--- src/rtl/gates_vec_pkg.sv ---
// Shared types, widths and the golden function of the 5-input SOP gate network.
package gates_vec_pkg;

   localparam int VEC_W = 5;
   localparam int CNT_W = VEC_W + 1;
   localparam int SET_W = 8;
   localparam int ERR_W = 6;

   typedef enum logic [2:0] {
      IDLE   = 3'd0,
      DRIVE  = 3'd1,
      SETTLE = 3'd2,
      SAMPLE = 3'd3,
      REPORT = 3'd4,
      DONE   = 3'd5
   } state_t;

   // Vector bit order is {a,b,c,d,e}, a in the MSB.
   function automatic logic gates_golden(input logic [VEC_W-1:0] vec);
      logic va;
      logic vb;
      logic vc;
      logic vd;
      logic ve;
      {va, vb, vc, vd, ve} = vec;
      return (va & ~vb & ~vc) | (va & vb & ve) | (~vb & vc) | (vc & ~vd);
   endfunction

endpackage

--- src/rtl/gates_ref_model.sv ---
// Combinational golden model of the gate network, evaluated on the current sweep vector.
module gates_ref_model
   import gates_vec_pkg::*;
(
   input  logic [VEC_W-1:0] vec,
   output logic             exp_y
);

   assign exp_y = gates_golden(vec);

endmodule

--- src/rtl/gates_vec_sequencer.sv ---
// Drives vectors into the gate network, waits for it to settle, and reports y against the golden
// value over a valid/ready result channel.
module gates_vec_sequencer
   import gates_vec_pkg::*;
#(
   parameter int SETTLE_CYC = 4,
   parameter int FIRST_VEC  = 0,
   parameter int LAST_VEC   = 31
) (
   input  logic             clk,
   input  logic             rst,
   input  logic             start,
   input  logic             abort,
   output logic             a,
   output logic             b,
   output logic             c,
   output logic             d,
   output logic             e,
   input  logic             y,
   output logic             res_valid,
   input  logic             res_ready,
   output logic [VEC_W-1:0] res_vec,
   output logic             res_y,
   output logic             res_exp,
   output logic             res_err,
   output logic [ERR_W-1:0] err_cnt,
   output logic             busy,
   output logic             done
);

   localparam logic [CNT_W-1:0] FIRST_V     = CNT_W'(FIRST_VEC);
   localparam logic [CNT_W-1:0] LAST_V      = CNT_W'(LAST_VEC);
   localparam logic [SET_W-1:0] SETTLE_LAST = SET_W'(SETTLE_CYC - 1);

   state_t           state_r;
   state_t           state_s;
   logic [CNT_W-1:0] vec_r;
   logic [SET_W-1:0] settle_r;

   logic golden_s;
   logic err_s;
   logic abort_s;
   logic accept_s;
   logic last_s;
   logic clear_s;
   logic drive_s;
   logic settle_s;
   logic sample_s;
   logic release_s;
   logic advance_s;
   logic busy_s;
   logic done_s;

   gates_ref_model u_ref (
      .vec   (vec_r[VEC_W-1:0]),
      .exp_y (golden_s)
   );

   // The counter is one bit wider than a vector so that LAST_VEC=31 never wraps.
   assign abort_s  = abort && (state_r != IDLE);
   assign accept_s = res_valid && res_ready;
   assign last_s   = (vec_r == LAST_V);

   // Mismatch detect; an unknown y falls into the else branch and is counted as an error.
   always_comb begin
      err_s = 1'b1;
      if (y == golden_s) begin
         err_s = 1'b0;
      end else begin
         err_s = 1'b1;
      end
   end

   // State register.
   always_ff @(posedge clk) begin
      if (rst) begin
         state_r <= IDLE;
      end else begin
         state_r <= state_s;
      end
   end

   // Next-state logic; abort overrides every transition outside IDLE.
   always_comb begin
      state_s = state_r;
      if (abort_s) begin
         state_s = IDLE;
      end else begin
         case (state_r)
            IDLE: begin
               if (start) state_s = DRIVE;
               else       state_s = IDLE;
            end
            DRIVE:  state_s = SETTLE;
            SETTLE: begin
               if (settle_r == SETTLE_LAST) state_s = SAMPLE;
               else                         state_s = SETTLE;
            end
            SAMPLE: state_s = REPORT;
            REPORT: begin
               if (accept_s && last_s) state_s = DONE;
               else if (accept_s)      state_s = DRIVE;
               else                    state_s = REPORT;
            end
            DONE:    state_s = IDLE;
            default: state_s = IDLE;
         endcase
      end
   end

   // Per-state datapath strobes and next values of the status outputs.
   always_comb begin
      clear_s   = 1'b0;
      drive_s   = 1'b0;
      settle_s  = 1'b0;
      sample_s  = 1'b0;
      release_s = 1'b0;
      advance_s = 1'b0;
      if (abort_s) begin
         clear_s = 1'b0;
      end else begin
         case (state_r)
            IDLE:   clear_s  = start;
            DRIVE:  drive_s  = 1'b1;
            SETTLE: settle_s = 1'b1;
            SAMPLE: sample_s = 1'b1;
            REPORT: begin
               release_s = accept_s;
               advance_s = accept_s && !last_s;
            end
            DONE:    clear_s = 1'b0;
            default: clear_s = 1'b0;
         endcase
      end
      busy_s = state_s inside {DRIVE, SETTLE, SAMPLE, REPORT};
      done_s = (state_s == DONE);
   end

   // Vector counter, settle counter and the vector presented to the network.
   always_ff @(posedge clk) begin
      if (rst) begin
         vec_r           <= {CNT_W{1'b0}};
         settle_r        <= {SET_W{1'b0}};
         {a, b, c, d, e} <= {VEC_W{1'b0}};
      end else begin
         if (clear_s)        vec_r <= FIRST_V;
         else if (advance_s) vec_r <= vec_r + CNT_W'(1);
         else                vec_r <= vec_r;

         if (drive_s)       settle_r <= {SET_W{1'b0}};
         else if (settle_s) settle_r <= settle_r + SET_W'(1);
         else               settle_r <= settle_r;

         if (drive_s) {a, b, c, d, e} <= vec_r[VEC_W-1:0];
         else         {a, b, c, d, e} <= {a, b, c, d, e};
      end
   end

   // Result channel, error count and status outputs.
   always_ff @(posedge clk) begin
      if (rst) begin
         res_valid <= 1'b0;
         res_vec   <= {VEC_W{1'b0}};
         res_y     <= 1'b0;
         res_exp   <= 1'b0;
         res_err   <= 1'b0;
         err_cnt   <= {ERR_W{1'b0}};
         busy      <= 1'b0;
         done      <= 1'b0;
      end else begin
         busy <= busy_s;
         done <= done_s;

         if (sample_s) begin
            res_vec <= vec_r[VEC_W-1:0];
            res_y   <= y;
            res_exp <= golden_s;
            res_err <= err_s;
         end else begin
            res_vec <= res_vec;
            res_y   <= res_y;
            res_exp <= res_exp;
            res_err <= res_err;
         end

         if (clear_s)       err_cnt <= {ERR_W{1'b0}};
         else if (sample_s) err_cnt <= err_cnt + ERR_W'(err_s);
         else               err_cnt <= err_cnt;

         if (abort_s)        res_valid <= 1'b0;
         else if (sample_s)  res_valid <= 1'b1;
         else if (release_s) res_valid <= 1'b0;
         else                res_valid <= res_valid;
      end
   end

endmodule

--- config.mk ---
export PLATFORM = sky130hd
export DESIGN_NAME = gates_vec_sequencer
export DESIGN_NICKNAME = d
export VERILOG_FILES = /design/src/rtl/gates_vec_pkg.sv /design/src/rtl/gates_ref_model.sv /design/src/rtl/gates_vec_sequencer.sv
export SDC_FILE = /design/constraint.sdc
export NUM_CORES = 1
export LEC_CHECK = 0
export BUFFER_PORTS_ARGS = -buffer_cell sky130_fd_sc_hd__buf_4
export CAP_MARGIN = 25
export CORE_MARGIN = 8
export CORE_UTILIZATION = 55
export CTS_CLUSTER_DIAMETER = 80
export DETAILED_ROUTE_END_ITERATION = 7
export PLACE_DENSITY_LB_ADDON = 0.1
export SETUP_SLACK_MARGIN = 0.4
export SYNTH_ARGS = -nofsm -noshare
export SYNTH_HDL_FRONTEND = slang
export SYNTH_SLANG_ARGS = --single-unit
--- constraint.sdc ---
create_clock -name clk -period 2.5 [get_ports clk]
set_clock_uncertainty 0.05 [all_clocks]
set_input_delay 0.625 -clock clk [delete_from_list [all_inputs] [get_ports clk]]
set_output_delay 0.625 -clock clk [all_outputs]
set_load 0.01 [all_outputs]
==> metrics list, run 1 <==
- Across the VDD grid, the largest voltage drop is 352 µV.
- At the later pin of the worst-skew pair, clock insertion delay measures approximately 330 ps.
* Die Outline Area: 5330 µm²
* Library cell with the highest instance count after synthesis: sky130_fd_sc_hd__dfxtp_1
- Tightest slew margin relative to the limit: 0.611
- Of all flip-flops after synthesis, the portion carrying an async set or reset was 0.
* Buffering stage count on the worst path with inverters included: 0
- In the finished design, the share of the clock period the worst path needs comes to 0.754.
- Total of warnings raised by yosys: 0
- The die is 73.0 µm tall.
- After clock tree synthesis, the clock-pin slew on the worst setup and hold paths is 110 ps.
* Core Util, Final: 0.670
- RSZ-0062 raised after global routing: no
* Final-report max-slew violation count: 0
* Critical Path, Cell by Cell: nor2b_4, and3_1, nand4_2, or3_1, a21oi_1
* Portion of synthesized cell area occupied by the leading cell type: 0.437
* Post-synthesis cell area: around 1800 µm²
- Proportion of synthesized chip area in sequential cells: 0.437
- The number of global-route vias before repair was ~1,400.
- In the routed layout, each cell is associated on average with a via count of 5.25.
- For this configuration, the core starts out at a cell density of 0.580.
- Clock buffers created by TritonCTS: 5
* Top_reg_cell synth: sky130_fd_sc_hd__dfxtp_1
* Fraction of the mapped netlist area in simple logic gates: 0.262
* Maximum capacitance violations: 0
- Post-CTS setup repair buffer count: 0
- Post-Synthesis Net Count: 208
- Overflow left after global routing: 0
- Delay of the slowest cell on the worst path: 640 ps
* Maximum number of pins on one net before global-route repair: 21
- Nets@finish: roughly 230
- Number of design-rule violations left by the first detailed-router iteration: 128
* Cell types with the highest counts after synthesis: sky130_fd_sc_hd__dfxtp_1, sky130_fd_sc_hd__nor2_1, sky130_fd_sc_hd__nand2_1
* XOR/XNOR Fraction of Synth Area: 0.0785
* Number of vias in the routed layout: 1,412
* Design Power: 998 µW
* CTS tree: yes
* Maximum root-to-sink buffer count: 2
- CTS saw 39 sinks.
- Antenna diode instance count: 0
- For this design the top-level I/O count stands at 28.
* Per-cell routed wire length: 12.9 µm
- Ranked by total cell area, the synthesized netlist is headed by sky130_fd_sc_hd__dfxtp_1, sky130_fd_sc_hd__nor2_1, sky130_fd_sc_hd__nand2_1, sky130_fd_sc_hd__xor2_1, sky130_fd_sc_hd__a21oi_1.
- Slew at the pin closest to its max-slew limit: 582 ps
- The worst path in the final design needs a cycle of 1890 ps, including I/O delays and setup.
- Kind of start point of the critical path: flop
- The first global-routing pass estimated 6120 µm of wire.
* Number of endpoints with negative hold slack in the final report: 0
- Flops & latches, synth: 39
- The floorplan has 20 rows.
- Cts-stage hold buffer count: 0
- Detail Route Antenna Nets: 0
* Share of synthesized area spent on multiplexers: 0.0456
* Setup_tns: 0 ps
- In this run the static leakage power is between 0.0007 and 0.0008 µW.
- At the worst endpoint, the arrival time is around 2100 ps.
- Type of the worst setup path: flop to flop
- CP max stage cell: sky130_fd_sc_hd__dfxtp_1
* # resized after CTS: 0
- Floorplan core area: between 3000 and 4000 µm²
- The floorplan step set the die width to ~73 µm.
- The initial antenna violation count was 0.
* Count of flip-flops with a built-in enable after synthesis: 0
- Once layout is complete, the cells apart from fillers number 269.
- The flow ran to the end, and the final reports show no timing, DRC or antenna violations.
- For this run, the total global-route usage over all layers was measured as 0.143.
- The wire-length estimate of the detail-placed layout is 2550 µm.
* Global placement routability congestion: 0.772
- Synth Area in Adders: 0.0280
* Family of cells with the greatest summed delay on the critical path: simple AND/OR/NAND/NOR gates
- In this run the worst path has a maximum fanout of 13.
- In the routed design, unresolved DRC markers number 0.
* Total placed cells including tap cells: 261
- Cell type contributing the most total cell area after synthesis: sky130_fd_sc_hd__dfxtp_1
* Required time of the worst setup path: between 2000 and 3000 ps
* Clock Tree Root: sky130_fd_sc_hd__clkbuf_4
* Power density normalized to cell area: 484 nW/µm²
- Compound-cell area share of the yosys netlist: 0.109
* Achievable clock frequency: between 500 and 600 MHz
- Layout cell share with drive strength beyond 1: 0.218
- The synthesized netlist contains 41 unique library cells.
* Number of instances in the synthesized netlist: between 150 and 200
- Final WL: 3480 µm
- Path type of the worst min-delay path: flop to flop
* H-Tree Depth: 2
- Combinational family with the most area after synthesis: simple AND/OR/NAND/NOR gates
* Setup Viol. Count Final: 0
* Layout area overhead: 15.6%
* Nature of the critical path endpoint: flop
* Buffers on Ports: 27
- For this run, the detailed router's first-pass iteration total came to 4.
* Avg Inst Size Synth: 9.02 µm²
==> power breakdown <==
group,internal (µW),total (µW),switching [µW]
logic,24.9,57.3,32.4
clock network,109,306,198
registers,625,634,9.15
==> state kept, by name (all words and copies together) (netlist names) <==
register,cells
settle_r,8
err_cnt,6
vec_r,6
res_vec,5
state_r,3
a,1
b,1
busy,1
c,1
d,1
done,1
e,1
res_err,1
res_exp,1
res_valid,1
res_y,1
==> worst register-to-register path, delay by kind of cell (launching register included) <==
| family | cells | cell delay (ps) |
|---|---|---|
| AOI/OAI and AO/OA | 1 | 130 |
| DFF | 1 | 640 |
| and+or+nand+nor | 4 | 1010 |
==> worst paths after layout <==
check | slack [ps] | to | cells after the start | from
setup reg to reg | 610 | err_cnt[5] | 5 | state_r[1]
setup / recovery | 610 | err_cnt[5] | 5 | state_r[1]
hold / removal | 410 | res_vec[3] | 2 | res_vec[3]
hold reg to reg | 410 | res_vec[3] | 2 | res_vec[3]
==> layout make-up <==
class                   count  area, µm²
inverters                   3       11.3
clock buffers               6       41.3
fillers                   271       1010
flip-flops and latches     39        783
multi-input cells         146        942
repair buffers             29        218
clock inverters             2       12.5
well taps                  44       55.1
==> routing by layer <==
metal,wire (µm),vias to the layer above,global-route usage
li1,-,732,-
met1,1700,642,0.172
met2,1540,33,0.228
met3,190,5,0.0426
met4,44,0,0.0644
met5,0,-,0
==> placed cells by master, fill, tap and decap left out, types with 3 or more instances in the layout <==
| master | n |
|---|---|
| sky130_fd_sc_hd__buf_4 | 29 |
| sky130_fd_sc_hd__nor2_1 | 28 |
| sky130_fd_sc_hd__nand4_1 | 3 |
| sky130_fd_sc_hd__or3_1 | 3 |
| sky130_fd_sc_hd__dfxtp_1 | 37 |
| sky130_fd_sc_hd__xor2_1 | 11 |
| sky130_fd_sc_hd__nor3_1 | 3 |
| sky130_fd_sc_hd__nand2_1 | 27 |
| sky130_fd_sc_hd__mux2i_1 | 7 |
| sky130_fd_sc_hd__ha_1 | 3 |
| sky130_fd_sc_hd__xnor2_1 | 5 |
| sky130_fd_sc_hd__a21oi_1 | 16 |
| sky130_fd_sc_hd__o21ai_0 | 5 |
| sky130_fd_sc_hd__clkbuf_4 | 5 |
| sky130_fd_sc_hd__nand3_1 | 6 |
| sky130_fd_sc_hd__inv_1 | 3 |
==> logic make-up (layout without fill, tap and decap cells) <==
kind of cell	after synthesis	after routing
and+or+nand+nor	88	88
muxes	8	8
AOI/OAI and AO/OA	30	30
DFF	39	39
buffers and inverters	13	40
adders and majority gates	4	4
xor gates and xnor gates	16	16
==> stage by stage <==
step / worst slack, ps / hold WS [ps] / area, µm²
floorplan: 635 / 429 / 1790
global placement: 568 / 395 / 2000
detailed placement: 511 / 401 / 2000
CTS: 488 / 418 / 2050
global route: 456 / 457 / 2060
finish: 614 / 412 / 2060
No activity file was read; power rests on OpenSTA's default activity.
==> run 2, diff against run 1 <==
CORE_UTILIZATION = 50   (was 55)
clock period = 1.6 ns   (was 2.5 ns; I/O delays follow)
==> run 2 against run 1 <==
The run now ends with negative setup slack left. Sequential power increased by 55%. Non-clock buffer count is 44 higher. Wire length grew 52%. Clock power rose by 67%. Sequential share of layout area shrank 8.6 points. Clock-buffer cell count stayed put. First-iteration DRC count down 24%. Final cell count increased by 17%. Critical path type unchanged. Largest cell class unchanged.
==> metrics list, run 2 (same netlist as run 1, synthesis figures left out) <==
* Worst voltage drop across the vdd grid: 603 µV
- Number of design-rule violations left by the first detailed-router iteration: 97
- Vias in the first global route: ~1,700
- Layout area overhead: 58.7%
- Count of unresolved DRC violations after routing: 0
- Largest registers: settle_r (8), err_cnt (6), vec_r (6)
- Worst endpoint data arrival time: 2020 ps
- RSZ-0062 raised after global routing: yes
- Initial antenna violation count: 0
- Path type of the worst min-delay path: primary input to flop
* Type of the worst setup path: flop to flop
* Kind of start point of the critical path: flop
- Global routing finished with a remaining overflow of 0.
* Buffers on Ports: 27
* Clock slew seen by the registers of the worst setup and hold paths: 120 ps
- Die Outline Area: 5740 µm²
- The longest clock path from root to sink contains 2 buffers.
- Using the TritonRoute via totals, the vias-per-cell ratio works out to 5.52.
* Leak Pwr: 0.00107 µW
- Worst Hold Endpoint: res_y
- The congestion estimate from routability-driven global placement came to 0.801.
- Number of I/O pins: 28
- Setup total negative slack on the finished layout was measured at -863 ps.
- The number of hold buffers added after CTS was 0.
- Final critical path time including I/O delays and setup: 1780 ps
* Layout cell share with drive strength beyond 1: 0.604
* Clock Tree Root: sky130_fd_sc_hd__clkbuf_4
- The final count of hold timing violations came to 0.
- Detail Route Antenna Nets: 0
* Hold_sp: y
* Final-report max-slew violation count: 0
* DP HPWL: 2740 µm
- The first global-routing pass estimated around 7800 µm of wire.
- For this run, the total global-route usage over all layers was measured as 0.179.
- For this configuration, the core starts out at a cell density of 0.527.
- In this run the tightest slew margin relative to its limit is 0.741.
* Most common library cell in the layout ignoring fill and taps: sky130_fd_sc_hd__buf_4
- Maximum number of pins on one net before global-route repair: 21
* Hold Crit Depth: 3
- Dividing the detail-routed wire length by the instance count gives 16.7 µm.
- The worst register-to-register path has a setup slack of -180 ps.
* Maximum capacitance violations: 0
* Result of the run: finished with violations
- The final reports fail on negative setup slack.
* FF-to-FF path depth: 8
- Flip-flop count of the largest register after layout: 8
* Slew at the pin closest to its max-slew limit: 388 ps
- Worst path setup slack after routing: -177 ps
- Top library cells by usage in the layout, fill and taps aside: sky130_fd_sc_hd__buf_4, sky130_fd_sc_hd__buf_6, sky130_fd_sc_hd__nor2_1, sky130_fd_sc_hd__dfxtp_2, sky130_fd_sc_hd__nand2_1
- Hold slack: roughly 260 ps
- STA classifies the critical path endpoint as a flop.
* Die outline height: 75.8 µm
* Clock latency at the later pin of the worst-skew pair: 360 ps
- The H-tree was split into 2 levels.
* Nets@finish: around 280
* CTS tree: yes
- The first detailed-routing pass ran for 4 iterations.
* Clock buffers created by TritonCTS: 5
- The die is 75.8 µm wide.
- In this run the power density over the cells is 590 nW/µm².
* Antenna diode instance count: 0
* Achievable clock frequency: 563 MHz
- The total area inside the core boundary comes to approximately 3400 µm².
* Worst setup startpoint: vec_r[0]
* Number of clock sinks: 39
* Final WL: 5280 µm
- Counting flops per register, the top entry is settle_r.
* Number of vias in the routed layout: ~1,700
- In this run the critical register-to-register path is launched from vec_r[0].
- Required time of the worst setup path: 1840 ps
- Of all nets on the critical path, the largest fanout is 4.
- Setup Viol. Count Final: 11
* Period utilization: 1.11
- In this run the critical register-to-register path is captured at err_cnt[4].
- The floorplan has 21 rows.
==> run 2: cell types whose count changed in the layout (fill, tap and decap cells not counted), sizes merged <==
cell,before,now
clkinvlp,1,0
inv,3,4
buf,29,73
nand3,6,7
==> run 2: worst max-delay path, stage by stage (launching register included) <==
cell and delay, ps:
sky130_fd_sc_hd__dfxtp_2 350, sky130_fd_sc_hd__nand2b_4 130, sky130_fd_sc_hd__a22oi_2 220, sky130_fd_sc_hd__xnor2_2 170, sky130_fd_sc_hd__ha_2 220, sky130_fd_sc_hd__ha_2 180, sky130_fd_sc_hd__nand4_1 110, sky130_fd_sc_hd__xor2_1 160
sky130_fd_sc_hd__nor2_1 110
==> run 2: worst max path at each step <==
stage               slack (ps)    endpoint  cells past startpoint
floorplan                  -40  err_cnt[5]                      7
global placement           -70  err_cnt[5]                      7
detailed placement        -110  err_cnt[5]                      7
CTS                       -110  err_cnt[5]                      7
global route              -270  err_cnt[4]                      8
finish                    -180  err_cnt[4]                      8
==> run 2: power by group <==
part           total [µW]  internal (µW)  switching, µW
sequential            980            969           10.4
clock                 511            171            340
combinational         181           89.0           92.1
total                1670           1230            443
==> run 2: layout make-up <==
| cell class | instances | area, µm² |
|---|---|---|
| multi-input combinational | 147 | 1180 |
| sequential | 39 | 833 |
| timing repair buffer | 73 | 694 |
| fill | 178 | 556 |
| tap | 46 | 57.6 |
| clock buffer | 6 | 41.3 |
| inverter | 3 | 16.3 |
| clock inverter | 2 | 11.3 |
==> run 2: per-stage QoR <==
step	cells	setup WS [ps]	util	area [µm²]	power, µW
detailed placement	278	-115	0.645	2180	1120
floorplan	198	-43.9	-	1900	1090
global route	316	-271	0.836	2830	1740
CTS	309	-112	0.783	2650	1660
global placement	278	-65.7	0.645	2180	1110
finish	316	-177	0.836	2830	1670
==> run 2: what timing repair did <==
action                     in CTS  in global routing
pin swaps                      27                 23
cloned                          0                  1
resized for setup              82                 32
buffers inserted               23                  6
setup endpoints to repair      60                 61
==> run 2: per-layer routing <==
| metal | global-route usage | vias to the layer above | part of all wire |
|---|---|---|---|
| met5 | 0 | - | 0 |
| met4 | 0.0704 | 0 | 0.025 |
| met3 | 0.0579 | 15 | 0.042 |
| met2 | 0.308 | 40 | 0.52 |
| met1 | 0.198 | 864 | 0.41 |
| li1 | - | 826 | - |
==> run 3, diff against run 2 <==
ABC_AREA = 1   (was default)
SLEW_MARGIN = 15   (was default)
==> run 3 against run 2 <==
The run still ends with negative setup slack left. Register-to-register slack gained 50 ps. Clock-buffer cell count grew 1. Sequential share of layout area grew 0.086 points. Total power grew 5.4%. Global-route usage shrank 1.1 points. Critical path type unchanged. Largest cell class unchanged.
==> metrics list, run 3 <==
* Critical path depth in cells: 11
- Largest registers: settle_r (8), err_cnt (6), vec_r (6)
- The placed instances occupy a cell area of 2120 µm².
- Capture point of the worst reg-to-reg path: err_cnt[4]
- Counting instances, the worst hold path has a depth of 2.
- For this run, asynchronously set or reset flops after synthesis account for 0.
- Across the whole layout, storage elements account for between 800 and 900 µm².
- For the worst-skew pair, the clock arrives at the later sink with an insertion delay of ~350 ps.
- Buffers inserted to repair hold after CTS numbered 0.
* Final-report max-slew violation count: 0
* Global placement routability congestion: 0.873
- Beginning of the worst register-to-register path: vec_r[3]
- The worst setup path is captured at a flop.
- Number of clock sinks: 39
- The final count of hold timing violations is 0.
* Initial antenna violation count: 0
- Power density normalized to cell area: 625 nW/µm²
- The synthesized design contains 0 enable-type register cells.
- The worst hold path terminates at state_r[0].
* H-Tree Depth: 2
* Sw frac: 0.282
- Per-cell routed wire length: ~16 µm
- Summed over all instances, the cell type with the most area after synthesis is sky130_fd_sc_hd__dfxtp_1.
- The repair_antennas step left the layout with diodes totalling 0.
* Clock slew seen by the registers of the worst setup and hold paths: 110 ps
* Number of instances in the synthesized netlist: 244
* Combined global-route utilization of all metal layers: 0.168
* Total of warnings raised by yosys: 0
* Violations in the final reports: negative setup slack
- Of the total power, the clock network draws 0.281.
- Result of the run: finished with violations
- For the finished layout, the period the worst path requires is between 1500 and 2000 ps.
- The share of total power dissipated in sequential elements is 0.575.
- After detailed routing, the number of remaining DRC violations is 0.
* Delay of the slowest cell on the worst path: 370 ps
- The most common cell in the synthesized netlist is sky130_fd_sc_hd__nand2_1.
- Timing would allow up to 578 MHz.
- After synthesis the netlist holds a flip-flop and latch count of 39.
- Data on the critical path arrives at its endpoint at 1930 ps.
- The critical path is of the flop to flop type.
* Tightest slew margin relative to the limit: 0.813
* Overflow left after global routing: 0
- Sw power: about 500 µW
- RSZ-0062 raised after global routing: yes
* Cell types with the highest counts after synthesis: sky130_fd_sc_hd__nand2_1, sky130_fd_sc_hd__dfxtp_1, sky130_fd_sc_hd__nor2_1
* Floorplan core area: 3360 µm²
* Number of standard-cell rows in the floorplan: 21
- Nets@finish: 316
- Hold is met by 210 ps.
- FF-to-FF path depth: 11
* Period utilization: 1.08
- Die outline height: 75.3 µm
* Clock Tree Root: sky130_fd_sc_hd__clkbuf_4
* Netlist cell types: 25
* Flip-flop count of the largest register after layout: 8
- The die covers 5660 µm².
- IR analysis of the VDD net gives a maximum drop of between 500 and 600 µV.
* Setup Viol. Count Final: 3
- Entering global routing, the biggest net connects 15 pins.
* Top library cells by usage in the layout, fill and taps aside: sky130_fd_sc_hd__nand2_1, sky130_fd_sc_hd__buf_6, sky130_fd_sc_hd__buf_4, sky130_fd_sc_hd__nor2_1, sky130_fd_sc_hd__dfxtp_2
- Global-route wire length before repair: 7230 µm
- Among all stages on the critical path, the largest delay is contributed by sky130_fd_sc_hd__dfxtp_2.
- For this configuration, the core starts out at a cell density of 0.522.
* Setup WS pre-CTS: -215 ps
- Setup_tns: -282 ps
- Required time of the worst setup path: 1800 ps
- Core Util, Final: 0.839
* Layout area overhead: 60.7%
- Path type of the worst min-delay path: primary input to flop
* Proportion of synthesized chip area in sequential cells: 0.445
- CTS tree: yes
* Maximum fanout along the worst path: 3
- Worst path setup slack after routing: -130 ps
- The number of global-route vias before repair came to 1,667.
* Layout cell share with drive strength beyond 1: 0.560
- The number of clock buffers added by TritonCTS is 5.
- Internal power comes to 1270 µW.
- Finished Cell Area: 2820 µm²
- A synthesized cell averages 7.19 µm².
- The synthesized netlist occupies a cell area of 1760 µm².
- Setup slack on the worst flop-to-flop path: -130 ps
* Critical Path, Cell by Cell: inv_2, o21ai_2, nand2_2, xor2_2, ha_4, ha_4, inv_2, nor3_4, nand3_1, nand2_1, nor2_1
- Number of vias in the routed layout: 1,847
- Hold_sp: rst
* Portion of total power attributed to combinational logic: 0.145
- Detail-routed via count per cell: 5.23
- Number of design-rule violations left by the first detailed-router iteration: 93
- Fill count: 204
- Ranked by total cell area, the synthesized netlist is headed by sky130_fd_sc_hd__dfxtp_1, sky130_fd_sc_hd__nand2_1, sky130_fd_sc_hd__nor2_1, sky130_fd_sc_hd__inv_1, sky130_fd_sc_hd__o21ai_0.
- Buffering stage count on the worst path with inverters included: 2
- The die is 75.3 µm wide.
- The first detailed-routing pass took 4 iterations.
* Post-Synthesis Net Count: 254
- In this run the deepest clock path goes through 2 buffers.
- Number of I/O pins: 28
* Kind of start point of the critical path: flop
- The multi-input combinational cells in the finished layout cover a total of 1190 µm².
* Family of cells with the greatest summed delay on the critical path: simple AND/OR/NAND/NOR gates
- The detail route stage leaves a number of antenna-violating nets equal to 0.
- DP HPWL: ~2900 µm
* Most flop-heavy register: settle_r
- Maximum capacitance violations: 0
- Leaving out fill and tap cells, the most frequent cell in the layout is sky130_fd_sc_hd__nand2_1.
- At the pin with the least slew margin, the transition time is about 280 ps.
- The count of buffers added on input and output ports is 27.
* Leak Pwr: 0.00113 µW
- Among all flip-flop cells after synthesis, the most frequent one is sky130_fd_sc_hd__dfxtp_1.
- Final WL: 5600 µm
- Of the post-synthesis cell area, the dominant cell type holds 0.445.
==> run 3: cell types whose count changed after synthesis, moves of 4 or more <==
cell / change
sky130_fd_sc_hd__mux2i_1: -7
sky130_fd_sc_hd__a21oi_1: +5
sky130_fd_sc_hd__nor2_1: +5
sky130_fd_sc_hd__clkbuf_1: -4
sky130_fd_sc_hd__nand2_1: +19
sky130_fd_sc_hd__o21ai_0: +17
sky130_fd_sc_hd__nand3_1: +11
sky130_fd_sc_hd__inv_1: +28
sky130_fd_sc_hd__nor2_2: +4
sky130_fd_sc_hd__xnor2_1: -5
sky130_fd_sc_hd__xor2_1: -9
==> run 3: worst max-delay path by stage <==
stage                  start         end  slack, ps
floorplan           vec_r[3]  err_cnt[4]        -80
global placement    vec_r[3]  err_cnt[4]       -120
detailed placement  vec_r[3]  err_cnt[4]       -220
CTS                 vec_r[3]  err_cnt[4]       -150
global route        vec_r[3]  err_cnt[4]       -240
finish              vec_r[3]  err_cnt[4]       -130
==> run 3: kinds of logic (layout without fill, tap and decap cells) <==
logic type,count (synthesis),count (layout),synth area share
AND/OR/NAND/NOR,117,118,0.305
adder cells (fa/ha/maj),4,4,0.0285
flip-flops,39,39,0.445
AO/OA/AOI/OAI,46,46,0.133
XOR/XNOR,2,2,0.00998
buffers and inverters,36,98,0.0784
==> run 3: routing by layer <==
layer | vias to the layer above | wire length, µm | GRT usage
li1 | 913 | - | -
met1 | 877 | 2400 | 0.188
met2 | 46 | 2870 | 0.285
met3 | 11 | 222 | 0.0453
met4 | 0 | 106 | 0.0832
met5 | - | 0 | 0
==> run 3: cell type report <==
type	instances	area share
flip-flops and latches	39	0.295
repair buffers	57	0.198
clock inverters	1	0.00177
well taps	46	0.0204
multi-input cells	170	0.423
clock buffers	7	0.0160
inverters	33	0.0466
==> run 3: power by group through the flow <==
stage / registers [µW] / logic, µW / clock network (µW)
CTS: 1010 / 190 / 506
detailed placement: 1030 / 155 / 0
global placement: 1030 / 155 / 0
floorplan: 1030 / 83.7 / 0
finish: 1010 / 255 / 495
global route: 1020 / 272 / 536
==> run 3: through the flow <==
| stage | total power [µW] | std cells |
|---|---|---|
| after floorplan | 1120 | 244 |
| after global placement | 1180 | 325 |
| after detailed placement | 1180 | 325 |
| after CTS | 1710 | 344 |
| after global routing | 1820 | 353 |
| final | 1760 | 353 |
==> run 3: timing repair <==
| item | 4_1_cts | 5_1_grt |
|---|---|---|
| buffers inserted | 10 | 7 |
| gates cloned | 1 | 2 |
| endpoints found under the setup margin | 50 | 60 |
| pin swaps | 14 | 31 |
| resized for setup | 85 | 69 |
| hold endpoints to repair | 0 | 0 |
